**config.mk**
```make
export PLATFORM = sky130hd
export DESIGN_NAME = l0_skew_feeder_flat
export DESIGN_NICKNAME = d
export VERILOG_FILES = /design/src/rtl/l0_skew_feeder_if.sv /design/src/rtl/l0_skew_feeder.sv /design/src/flat_wrapper.sv
export SDC_FILE = /design/constraint.sdc
export NUM_CORES = 1
export LEC_CHECK = 0
export BUFFER_PORTS_ARGS = -buffer_cell sky130_fd_sc_hd__buf_2
export CAP_MARGIN = 0
export CELL_PAD_IN_SITES_DETAIL_PLACEMENT = 1
export CELL_PAD_IN_SITES_GLOBAL_PLACEMENT = 1
export CORE_ASPECT_RATIO = 0.7
export CORE_MARGIN = 8
export CORE_UTILIZATION = 55
export CTS_CLUSTER_DIAMETER = 120
export DETAILED_ROUTE_END_ITERATION = 8
export PLACE_DENSITY_LB_ADDON = 0.1
export SLEW_MARGIN = 5
export SYNTH_ARGS = -nofsm -noshare
export SYNTH_HDL_FRONTEND = slang
export SYNTH_SLANG_ARGS = --single-unit
export TNS_END_PERCENT = 5
```
**constraint.sdc**
```tcl
create_clock -name clk -period 13.35 [get_ports clk]
set_input_delay 4.005 -clock clk [delete_from_list [all_inputs] [get_ports clk]]
set_output_delay 4.005 -clock clk [all_outputs]
set_load 0.02 [all_outputs]
```
**src/rtl/l0_skew_feeder_if.sv**
```systemverilog
// Vector-side bundle of the west-edge feeder: upstream valid/ready input plus skewed array-facing outputs.
// The master side is the reader/array environment; the slave side is the feeder.
interface l0_skew_feeder_if #(
    parameter int bw  = 4,
    parameter int row = 8
);
    logic [row*bw-1:0] in_data;
    logic              in_valid;
    logic              in_ready;
    logic [row*bw-1:0] out_w;
    logic [2*row-1:0]  inst_w;

    modport master (
        output in_data,
        output in_valid,
        input  in_ready,
        input  out_w,
        input  inst_w
    );

    modport slave (
        input  in_data,
        input  in_valid,
        output in_ready,
        output out_w,
        output inst_w
    );
endinterface

```
**src/rtl/l0_skew_feeder.sv**
```systemverilog
// West-edge feeder: buffers a col-vector kernel and issues it as one burst, then streams activations.
// Lane r shows an issued vector 1+r cycles later; in_ready is registered, high only while filling or executing.
module l0_skew_feeder #(
    parameter int bw     = 4,
    parameter int row    = 8,
    parameter int col    = 8,
    parameter int len_bw = 8
) (
    input  logic              clk,
    input  logic              reset,
    input  logic              load_start,
    input  logic              exec_start,
    input  logic [len_bw-1:0] exec_len,
    output logic              busy,
    output logic              done,
    l0_skew_feeder_if.slave   bus
);
    localparam int VW    = row * bw;
    localparam int CNT_W = $clog2(col + 1);
    localparam int IDX_W = (col > 1) ? $clog2(col) : 1;
    localparam int DRN_W = $clog2(row + 1);
    localparam logic [CNT_W-1:0] COL_LAST = CNT_W'(col - 1);
    localparam logic [DRN_W-1:0] DRN_LAST = DRN_W'((row > 1) ? row - 2 : 0);

    typedef enum logic [2:0] {
        IDLE,
        LOAD_FILL,
        LOAD_ISSUE,
        EXEC,
        DRAIN
    } state_t;

    state_t             state_q, state_d;
    logic [CNT_W-1:0]   cnt_q, cnt_d;
    logic [len_bw-1:0]  len_q, len_d;
    logic [DRN_W-1:0]   drn_q, drn_d;
    logic [VW-1:0]      hold_q, hold_d;
    logic               in_ready_q, in_ready_d;
    logic               done_q, done_d;
    logic [VW-1:0]      buf_q [col];
    logic [VW-1:0]      buf_d [col];

    logic [IDX_W-1:0]   idx;
    logic               xfer;
    logic               last_iss;
    logic [VW-1:0]      iss_dat;
    logic [1:0]         iss_inst;

    assign idx  = cnt_q[IDX_W-1:0];
    assign xfer = bus.in_valid && in_ready_q;

    always_comb begin
        state_d  = state_q;
        cnt_d    = cnt_q;
        len_d    = len_q;
        drn_d    = drn_q;
        done_d   = 1'b0;
        buf_d    = buf_q;
        iss_dat  = hold_q;
        iss_inst = 2'b00;
        last_iss = 1'b0;

        case (state_q)
            IDLE: begin
                if (load_start) begin
                    state_d = LOAD_FILL;
                    cnt_d   = '0;
                end else if (exec_start) begin
                    len_d = exec_len;
                    if (exec_len == '0) begin
                        last_iss = 1'b1;
                    end else begin
                        state_d = EXEC;
                    end
                end
            end
            LOAD_FILL: begin
                if (xfer) begin
                    buf_d[idx] = bus.in_data;
                    if (cnt_q == COL_LAST) begin
                        state_d = LOAD_ISSUE;
                        cnt_d   = '0;
                    end else begin
                        cnt_d = cnt_q + CNT_W'(1);
                    end
                end
            end
            LOAD_ISSUE: begin
                iss_dat  = buf_q[idx];
                iss_inst = 2'b11;
                if (cnt_q == COL_LAST) begin
                    last_iss = 1'b1;
                end else begin
                    cnt_d = cnt_q + CNT_W'(1);
                end
            end
            EXEC: begin
                // Empty cycles still issue a bubble so the diagonal timing stays intact.
                if (xfer) begin
                    iss_dat  = bus.in_data;
                    iss_inst = 2'b10;
                    len_d    = len_q - len_bw'(1);
                    if (len_q == len_bw'(1)) begin
                        last_iss = 1'b1;
                    end
                end
            end
            DRAIN: begin
                if (drn_q == DRN_LAST) begin
                    done_d  = 1'b1;
                    state_d = IDLE;
                end else begin
                    drn_d = drn_q + DRN_W'(1);
                end
            end
            default: state_d = IDLE;
        endcase

        // done must land when lane row-1 shows the final issue, row cycles after it.
        if (last_iss) begin
            if (row == 1) begin
                done_d  = 1'b1;
                state_d = IDLE;
            end else begin
                state_d = DRAIN;
                drn_d   = '0;
            end
        end

        hold_d     = iss_dat;
        in_ready_d = (state_d == LOAD_FILL) || (state_d == EXEC);
    end

    always_ff @(posedge clk) begin
        if (reset) begin
            state_q    <= IDLE;
            cnt_q      <= '0;
            len_q      <= '0;
            drn_q      <= '0;
            hold_q     <= '0;
            in_ready_q <= 1'b0;
            done_q     <= 1'b0;
        end else begin
            state_q    <= state_d;
            cnt_q      <= cnt_d;
            len_q      <= len_d;
            drn_q      <= drn_d;
            hold_q     <= hold_d;
            in_ready_q <= in_ready_d;
            done_q     <= done_d;
        end
    end

    // Kernel storage is always fully rewritten before it is issued, so it needs no reset.
    always_ff @(posedge clk) begin
        buf_q <= buf_d;
    end

    assign bus.in_ready = in_ready_q;
    assign busy         = (state_q != IDLE);
    assign done         = done_q;

    for (genvar r = 0; r < row; r++) begin : g_lane
        logic [bw-1:0] dat_q [r+1];
        logic [bw-1:0] dat_d [r+1];
        logic [1:0]    ins_q [r+1];
        logic [1:0]    ins_d [r+1];

        always_comb begin
            dat_d[0] = iss_dat[r*bw +: bw];
            ins_d[0] = iss_inst;
            for (int k = 1; k <= r; k++) begin
                dat_d[k] = dat_q[k-1];
                ins_d[k] = ins_q[k-1];
            end
        end

        always_ff @(posedge clk) begin
            if (reset) begin
                for (int k = 0; k <= r; k++) begin
                    dat_q[k] <= '0;
                    ins_q[k] <= '0;
                end
            end else begin
                dat_q <= dat_d;
                ins_q <= ins_d;
            end
        end

        assign bus.out_w[r*bw +: bw] = dat_q[r];
        assign bus.inst_w[2*r +: 2]  = ins_q[r];
    end
endmodule
```
**src/flat_wrapper.sv**
```systemverilog
// flat-port wrapper written by rule: the top's interface ports become plain ports
module l0_skew_feeder_flat 
#(
    parameter int bw     = 4,
    parameter int row    = 8,
    parameter int col    = 8,
    parameter int len_bw = 8
)
  (clk, reset, load_start, exec_start, exec_len, busy, done, bus_in_data, bus_in_valid, bus_in_ready, bus_out_w, bus_inst_w);
  l0_skew_feeder_if #(.bw(bw), .row(row)) bus_i ();
  input  logic clk;
  input  logic reset;
  input  logic load_start;
  input  logic exec_start;
  input  logic [len_bw-1:0] exec_len;
  output logic busy;
  output logic done;
  input wire logic [$bits(bus_i.in_data)-1:0] bus_in_data;
  input wire logic [$bits(bus_i.in_valid)-1:0] bus_in_valid;
  output wire logic [$bits(bus_i.in_ready)-1:0] bus_in_ready;
  output wire logic [$bits(bus_i.out_w)-1:0] bus_out_w;
  output wire logic [$bits(bus_i.inst_w)-1:0] bus_inst_w;
  assign bus_i.in_data = bus_in_data;
  assign bus_i.in_valid = bus_in_valid;
  assign bus_in_ready = bus_i.in_ready;
  assign bus_out_w = bus_i.out_w;
  assign bus_inst_w = bus_i.inst_w;
  l0_skew_feeder #(.bw(bw), .row(row), .col(col), .len_bw(len_bw)) u_core (.clk(clk), .reset(reset), .load_start(load_start), .exec_start(exec_start), .exec_len(exec_len), .busy(busy), .done(done), .bus(bus_i));
endmodule
```
; After elaboration in Yosys (flattened, before gate mapping)
; Cells that the tools add are included.
[totals]
register_bits = 469
output_inout_bits = 51
wordCells = 132
[op_classes]
n_reduce_logical = 15
bitwise = 3
mux = 35
magnitude_cmp = 2
add_sub_neg = 3
eq_ne = 15
[op_table]
columns = op, n
row1 = 256-bit bitwise mux, 1
row2 = 32-bit two-way mux, 4
row3 = 32-bit binary-select mux with 3-bit select, 1
row4 = 32-bit demux with 3-bit select, 1
row5 = 32-bit case mux with 2 select lines, 1
row6 = 8-bit two-way mux, 3
row7 = 3-bit two-way mux, 7
row8 = 4-bit two-way mux, 4
row9 = 8-bit case mux with 2 select lines, 1
row10 = 3-bit case mux with 4 select lines, 1
row11 = 4-bit case mux with 3 select lines, 1
row12 = "3-bit by 2-bit == test with 1-bit output, second input constant", 3
row13 = "4-bit by 1-bit adder with 4-bit output, second input constant", 2
row14 = "4-bit by 3-bit == test with 1-bit output, second input constant", 2
row15 = "8-bit by 1-bit == test with 1-bit output, second input constant", 1
row16 = 8-bit zero test, 1
row17 = "2-bit != test, second input constant", 4
row18 = 4-bit AND reduction, 2
row19 = "8-bit by 1-bit subtractor with 8-bit output, second input constant", 1
row20 = 1-bit two-way mux, 7
row21 = "3-bit by 1-bit == test with 1-bit output, second input constant", 2
row22 = 3-bit nonzero test, 2
row23 = 2-bit OR reduction, 3
row24 = "4-bit greater-or-equal comparator, second input constant", 1
row25 = other kinds (13), 17

; Logic depth before layout (Yosys ltp)
; Gate-level depths: netlist of the first run.
[depth]
depth_word = 8
ltp_mapped = 7

; Worst setup path before layout of the first run
; OpenSTA, ideal clock, no wires.
[synth_timing]
path_kind = input -> register
startpoint = input bus_in_valid
endpoint = register u_core.buf_q[100] (netlist name) (enable)
setup_slack_ns = 4.845
arrival_ns = 7.991
setup_time_ns = 0.513
path_buffers = 1
required_ns = 12.837
stages = 4
cell_sequence = nand4b_1 or2_2 clkbuf_1 nor4b_1
[synth_via]
elab_chain_len = 2
[synth_lines]
columns = element, line
row1 = start: declaration, flat_wrapper.sv:19  ; input wire logic [$bits(bus_i.in_valid)-1:0] bus_in_valid;
row2 = 1-bit logical AND, l0_skew_feeder.sv:50  ; assign xfer = bus.in_valid && in_ready_q;
row3 = 2-bit AND reduction (no source line), --
row4 = end signal: assignment, l0_skew_feeder.sv:156  ; buf_q <= buf_d;
row5 = end: declaration, l0_skew_feeder.sv:40  ; logic [VW-1:0] buf_q [col];
; Every way passes these cells.
; A chain may end at the register's enable or synchronous reset.

==> impl_metrics.ini, run 1 <==
[status]
outcome = finished, final reports clean

[timing]
worst_pin_slew_ns = 1.07
period_share_pct = 43.6
hold_viol = 0
relSlewSlack_pct = 29.0
setup_ws_ns = 7.52
clock.fmax_mhz = 172
slew_violations = 0
worst_clock_skew_ns = 0.0226
rsz0062_at_grt = no
fin_tns_setup_ns = 0
setup-violations-final = 0
period_minus_slack_ns = 5.83

[global_routing]
grt_max_degree = 93
grt_usage_pct = 20.5
grt_antenna_before_repair = 3
grt_pass1_vias = 9001
grt_pass1_wl_um = 53100
grt_overflow = 0

[floorplanning]
core_um2 = 27700
rows = 51
start_util_pct = 55.7
die_y_um = 156
die-area_um2 = 33700
ioPinCount = 96
die_w_um = 216

[cts]
cts_setup_buffers = 0
cts_buffers = 41
cts_hold_buf = 0
clk_pin_slew_ns = 0.06
clk-insertion-delay-late_ns = 0.54
cts_resized = 0
h-tree-depth = 2
ctsLongestPathBuffers = 3
tritoncts = done
cts-root-buf = clkbuf_16
clock_sinks = 437

[layout]
syn_to_final_growth_pct = 14.2
n_fill_cell = 2449
drive_above_1_share_pct = 24.5
stdcell_count = 1427
antenna_cells = 0
nNetsFinal = 1074
stdcell_area_um2 = 17600

[yosys]
syn-mean-instance-area_um2 = 16.6
yosysWarningCount = 0
yosysSeqAreaShare_pct = 73.4
netlist_top_cells_count = edfxtp_1, dfxtp_1, nor2b_1
syn_inst = 926
synth_seq_cells = 437
ys.flop_type = edfxtp_1
netlist_area_um2 = 15400
synth_edf_count = 256
syn_nets = 976
synth_area_leaders = edfxtp_1, dfxtp_1, mux4_2
synth_most_common_cell = edfxtp_1
synth_top_cell_area_share_pct = 49.9
ys_types = 62
synth_area_leader_cell = edfxtp_1
synth-async-reset-ratio_pct = 0

[detailed_routing]
wire_per_inst_um = 23.9
firstDrtPassIters = 5
dr_wl_met2_um = 16500
drcViolationCount = 0
dr.max_layer_used = met5
ant_nets = 0
routed_wl_um = 34200
num_vias = 8338
drtIter0Drc = 578
wl_met3_um = 2010
routed_via_density = 5.84
drt-met1-wl_um = 15000

[setup_path]
worstPathRequired_ns = 13.81
worst-path-max-fanout = 92
worstReg2RegEnd = u_core.hold_q[15]
startpoint_type = input port
startpoint = reset
cp-endpoint = u_core.hold_q[12]
r2r_slack_ns = 10.62
arrival_ns = 6.29
critPathCaptureType = register
path_class = in2reg
reg2reg_from = u_core.cnt_q[0]
reg2regPathDepth = 4

[placement]
post_dp_cell_area_um2 = 16300
dp.cells = 1352
place_hpwl_um = 19400
port_buffers = 95
gp_congestion = 0.786
pre_cts_ws_ns = 6.94

[min_path]
hp-class = reg2reg
holdPathStages = 1

[job]
cap_violations = 0

[pwr]
ir_worst_vdd_mv = 0.107
power_density_nw_per_um2 = 154
p_leak_nw = 6.04
## per-layer routing
layer | GRT usage (%) | vias to the layer above
met2 | 33.3 | 231
met4 | 5.04 | 6
met5 | 0 | -
li1 | - | 3730
met3 | 5.08 | 59
met1 | 27.5 | 4312
## power by group
part | leakage [nW] | switching (W) | internal [W] | total (W)
Combinational | 1.62 | 0.0000665 | 0.0000503 | 0.000117
Clock | 0.649 | 0.000481 | 0.000655 | 0.00114
Sequential | 3.77 | 0.0000182 | 0.00144 | 0.00146
## state kept, by name, indices dropped and copies added (netlist names)
signal               count
u_core.buf_q           256
u_core.bus.in_ready      1
u_core.bus.inst_w        6
u_core.bus.out_w        28
u_core.cnt_q             4
u_core.done              1
u_core.drn_q             4
u_core.g_lane.dat_d     84
u_core.g_lane.dat_q      3
u_core.g_lane.ins_d     10
u_core.hold_q           29
u_core.len_q             8
u_core.state_q           3
## how the worst min path moves through the flow
stage / from / to / slack, ns
detailed placement: u_core.g_lane[7].dat_d[15] / u_core.g_lane[7].dat_d[11] / 0.43
global placement: u_core.g_lane[7].dat_d[3] / u_core.bus.out_w[31] / 0.42
finish: u_core.g_lane[7].dat_d[7] / u_core.g_lane[7].dat_d[3] / 0.44
CTS: u_core.g_lane[5].dat_d[5] / u_core.g_lane[5].dat_d[1] / 0.44
floorplan: u_core.g_lane[2].dat_d[2] / u_core.bus.out_w[10] / 0.41
global route: u_core.g_lane[3].dat_d[0] / u_core.bus.out_w[12] / 0.45
## through the flow
stage               power (W)  hold slack (ns)  util, %
floorplan             0.00156            0.414        -
global placement      0.00160            0.418     58.8
detailed placement    0.00161            0.427     58.8
CTS                   0.00274            0.440     63.5
global route          0.00280            0.453     63.5
finish                0.00271            0.436     63.5
## layout make-up
class / instances / area (um2) / share of cell area (%)
flip-flops and latches: 437 / 11300 / 64.3
multi-input cells: 428 / 3880 / 22.1
clock buffers: 56 / 1130 / 6.44
repair buffers: 110 / 594 / 3.38
well taps: 371 / 464 / 2.64
clock inverters: 19 / 180 / 1.02
inverters: 6 / 22.5 / 0.128
## kinds of logic (layout without fill, tap and decap cells)
logic type	after synthesis	in the layout	share of synthesized area (%)
flip-flops	437	437	73.4
AND/OR/NAND/NOR	222	222	8.65
AO/OA/AOI/OAI	131	131	6.06
multiplexers	66	66	9.50
buffers and inverters	61	191	1.77
adder cells (fa/ha/maj)	5	5	0.406
XOR/XNOR	4	4	0.227
## cells in the final DEF, fill, tap and decap left out, types with 7 or more instances in the layout
cell type    n
a22oi_1     65
mux4_2      64
edfxtp_1   256
nor3_1      10
clkinv_2    11
clkbuf_1    11
nand2_1     22
buf_2       94
o21ai_0     26
clkbuf_16   42
a21oi_1      7
nor2_1      13
nor2b_1    130
buf_4       15
dfxtp_1    179
## critical path: stages
cell and delay (ns):
buf_6 0.28, or4b_4 0.63, inv_2 0.10, and2_1 0.84, a22oi_1 0.26, nand2_1 0.16
Note: power is estimated with default switching activity, not from simulation.
==> inputs of run 2 (changes only) <==
ABC_AREA = 1   (was unset)
CORE_UTILIZATION = 48   (was 55)
clock period = 5.75 ns   (was 13.35 ns; I/O delays follow)
==> run 2 against run 1 <==
Against the previous run:
- routed wire length grew 17%
- non-clock buffer count decreased by 7
- first-iteration DRC count rose by 30%
- largest cell class unchanged
==> impl_metrics.ini, run 2 <==
[cts]
cts_resized = 0
tritoncts = done
cts-root-buf = clkbuf_16
ctsLongestPathBuffers = 3
cts_buffers = 43
clk-insertion-delay-late_ns = 0.55
h-tree-depth = 2
cts_setup_buffers = 0
cts_hold_buf = 0
clock_sinks = 437
clk_pin_slew_ns = 0.06

[setup_path]
path_class = reg2out
critPathCaptureType = primary output
reg2reg_from = u_core.cnt_q[0]
startpoint_type = register
worstReg2RegEnd = u_core.buf_q[132]
r2r_slack_ns = 2.94
worst-path-max-fanout = 7
worstPathRequired_ns = 4.03
reg2regPathDepth = 2
arrival_ns = 1.86

[global_routing]
grt_max_degree = 103
grt_overflow = 0
grt_pass1_vias = 11900
grt_antenna_before_repair = 0
grt_usage_pct = 19.7
grt_pass1_wl_um = 63600

[pwr]
seq_power_share_pct = 50.6
switching_share_pct = 24.5
power_frac_clock_pct = 41.3
switchingPower_w = 0.00166
comb_power_share_pct = 8.1
p_int_w = 0.00510
power_density_nw_per_um2 = 356
finalPower_w = 0.00675
p_leak_nw = 7.70
ir_worst_vdd_mv = 0.222

[yosys]
syn_inst = 1688
yosysWarningCount = 0
synth_most_common_cell = nand2_1
yosysSeqAreaShare_pct = 67.6
synth-async-reset-ratio_pct = 0
synth_edf_count = 256
synth_area_leaders = edfxtp_1, dfxtp_1, nand2_1
synth_area_leader_cell = edfxtp_1
ys.flop_type = edfxtp_1
netlist_area_um2 = 16700
syn-mean-instance-area_um2 = 9.91
syn_nets = 1738
synth_seq_cells = 437
netlist_top_cells_count = nand2_1, inv_1, nor2_1
ys_types = 33
synth_top_cell_area_share_pct = 46.0

[placement]
place_hpwl_um = 23900
port_buffers = 95
gp_congestion = 0.758
pre_cts_ws_ns = 1.70

[detailed_routing]
num_vias = 11200
drtIter0Drc = 752
firstDrtPassIters = 5
routed_wl_um = 40000
routed_via_density = 4.91
wl_met3_um = 1780
ant_nets = 0
drt-met1-wl_um = 19000
drcViolationCount = 0
dr.max_layer_used = met4
wire_per_inst_um = 17.6
dr_wl_met2_um = 18400

[layout]
nNetsFinal = 1817
final_common_cell = nand2_1
largest_reg_flops = 256
syn_to_final_growth_pct = 13.6
top_register = u_core.buf_q
antenna_cells = 0
drive_above_1_share_pct = 13.3
layout_common_cells = nand2_1, inv_1, edfxtp_1

[timing]
rsz0062_at_grt = no
relSlewSlack_pct = 18.3
hold_viol = 0
slew_violations = 0
period_share_pct = 62.4
fin_tns_setup_ns = 0
holdWs_ns = 0.400
setup_ws_ns = 2.16
setup-violations-final = 0
worst_pin_slew_ns = 1.22
clock.fmax_mhz = 279
worst_clock_skew_ns = 0.0151
period_minus_slack_ns = 3.59

[status]
outcome = finished, final reports clean

[floorplanning]
ioPinCount = 96
core_um2 = 34500
die_y_um = 172
rows = 57
die_w_um = 239
die-area_um2 = 41200
start_util_pct = 48.4

[min_path]
holdPathStages = 2
hp-class = reg2reg
min_from = u_core.g_lane[4].dat_d[6]
hold_end = u_core.g_lane[4].dat_d[2]

[job]
cap_violations = 0
run 2: changes by cell type in the layout (fill, tap and decap cells not counted), moves of 64 or more:
cell,previous run,this run
nor2b_1,130,0
nor2_1,13,253
nand3_1,4,101
nand2_1,22,317
a22oi_1,65,0
inv_1,5,288
mux4_2,64,0
run 2: metrics by stage:
step	util, %	instances	instance area [um2]
finish	55.0	2274	19000
global route	55.0	2274	19000
CTS	55.0	2274	19000
detailed placement	51.0	2194	17600
global placement	51.0	2194	17600
floorplan	-	1688	16700
run 2: cell families (layout without fill, tap and decap cells):
| group | Yosys count | in the layout | share of synthesized area (%) |
|---|---|---|---|
| and+or+nand+nor | 743 | 743 | 18.7 |
| DFF | 437 | 437 | 67.6 |
| buffers and inverters | 366 | 480 | 8.65 |
| adders and majority gates | 5 | 5 | 0.374 |
| AOI/OAI and AO/OA | 133 | 133 | 4.42 |
| xor gates and xnor gates | 4 | 4 | 0.210 |
run 2: critical path: stages (launching register included):
cell and delay (ns):
dfxtp_1 0.40, nor2_1 0.37, inv_1 0.13, nor2_1 0.20, inv_1 0.06, buf_2 0.16
run 2: layout make-up:
| type | count | area (um2) |
|---|---|---|
| well taps | 472 | 591 |
| fillers | 3880 | 15500 |
| multi-input cells | 885 | 4030 |
| inverters | 297 | 1120 |
| flip-flops and latches | 437 | 11300 |
| clock inverters | 25 | 210 |
| clock buffers | 55 | 1190 |
| repair buffers | 103 | 542 |
run 2: worst max-delay path by stage:
stage / cells past startpoint / slack, ns / end / start
2_1_floorplan: 6 / 1.74 / u_core.buf_q[0] / bus_in_valid
3_3_place_gp: 7 / 1.81 / u_core.buf_q[129] / bus_in_valid
3_5_place_dp: 7 / 1.70 / u_core.buf_q[132] / bus_in_valid
4_1_cts: 5 / 2.14 / busy / u_core.state_q[0]
5_1_grt: 5 / 2.01 / busy / u_core.state_q[0]
6_report: 5 / 2.16 / busy / u_core.state_q[0]
run 2: power by group through the flow:
stage | clock network (W) | logic [W] | registers (W)
after floorplan | 0 | 0.000386 | 0.00346
after global placement | 0 | 0.000524 | 0.00348
after detailed placement | 0 | 0.000547 | 0.00349
after CTS | 0.00284 | 0.000553 | 0.00342
after global routing | 0.00295 | 0.000614 | 0.00343
final | 0.00279 | 0.000547 | 0.00342
run 2: layer usage:
layer / track usage [%] / vias to the layer above
li1: - / 5467
met4: 5.03 / 0
met3: 3.20 / 63
met2: 32.9 / 198
met1: 26.6 / 5444
met5: 0 / -
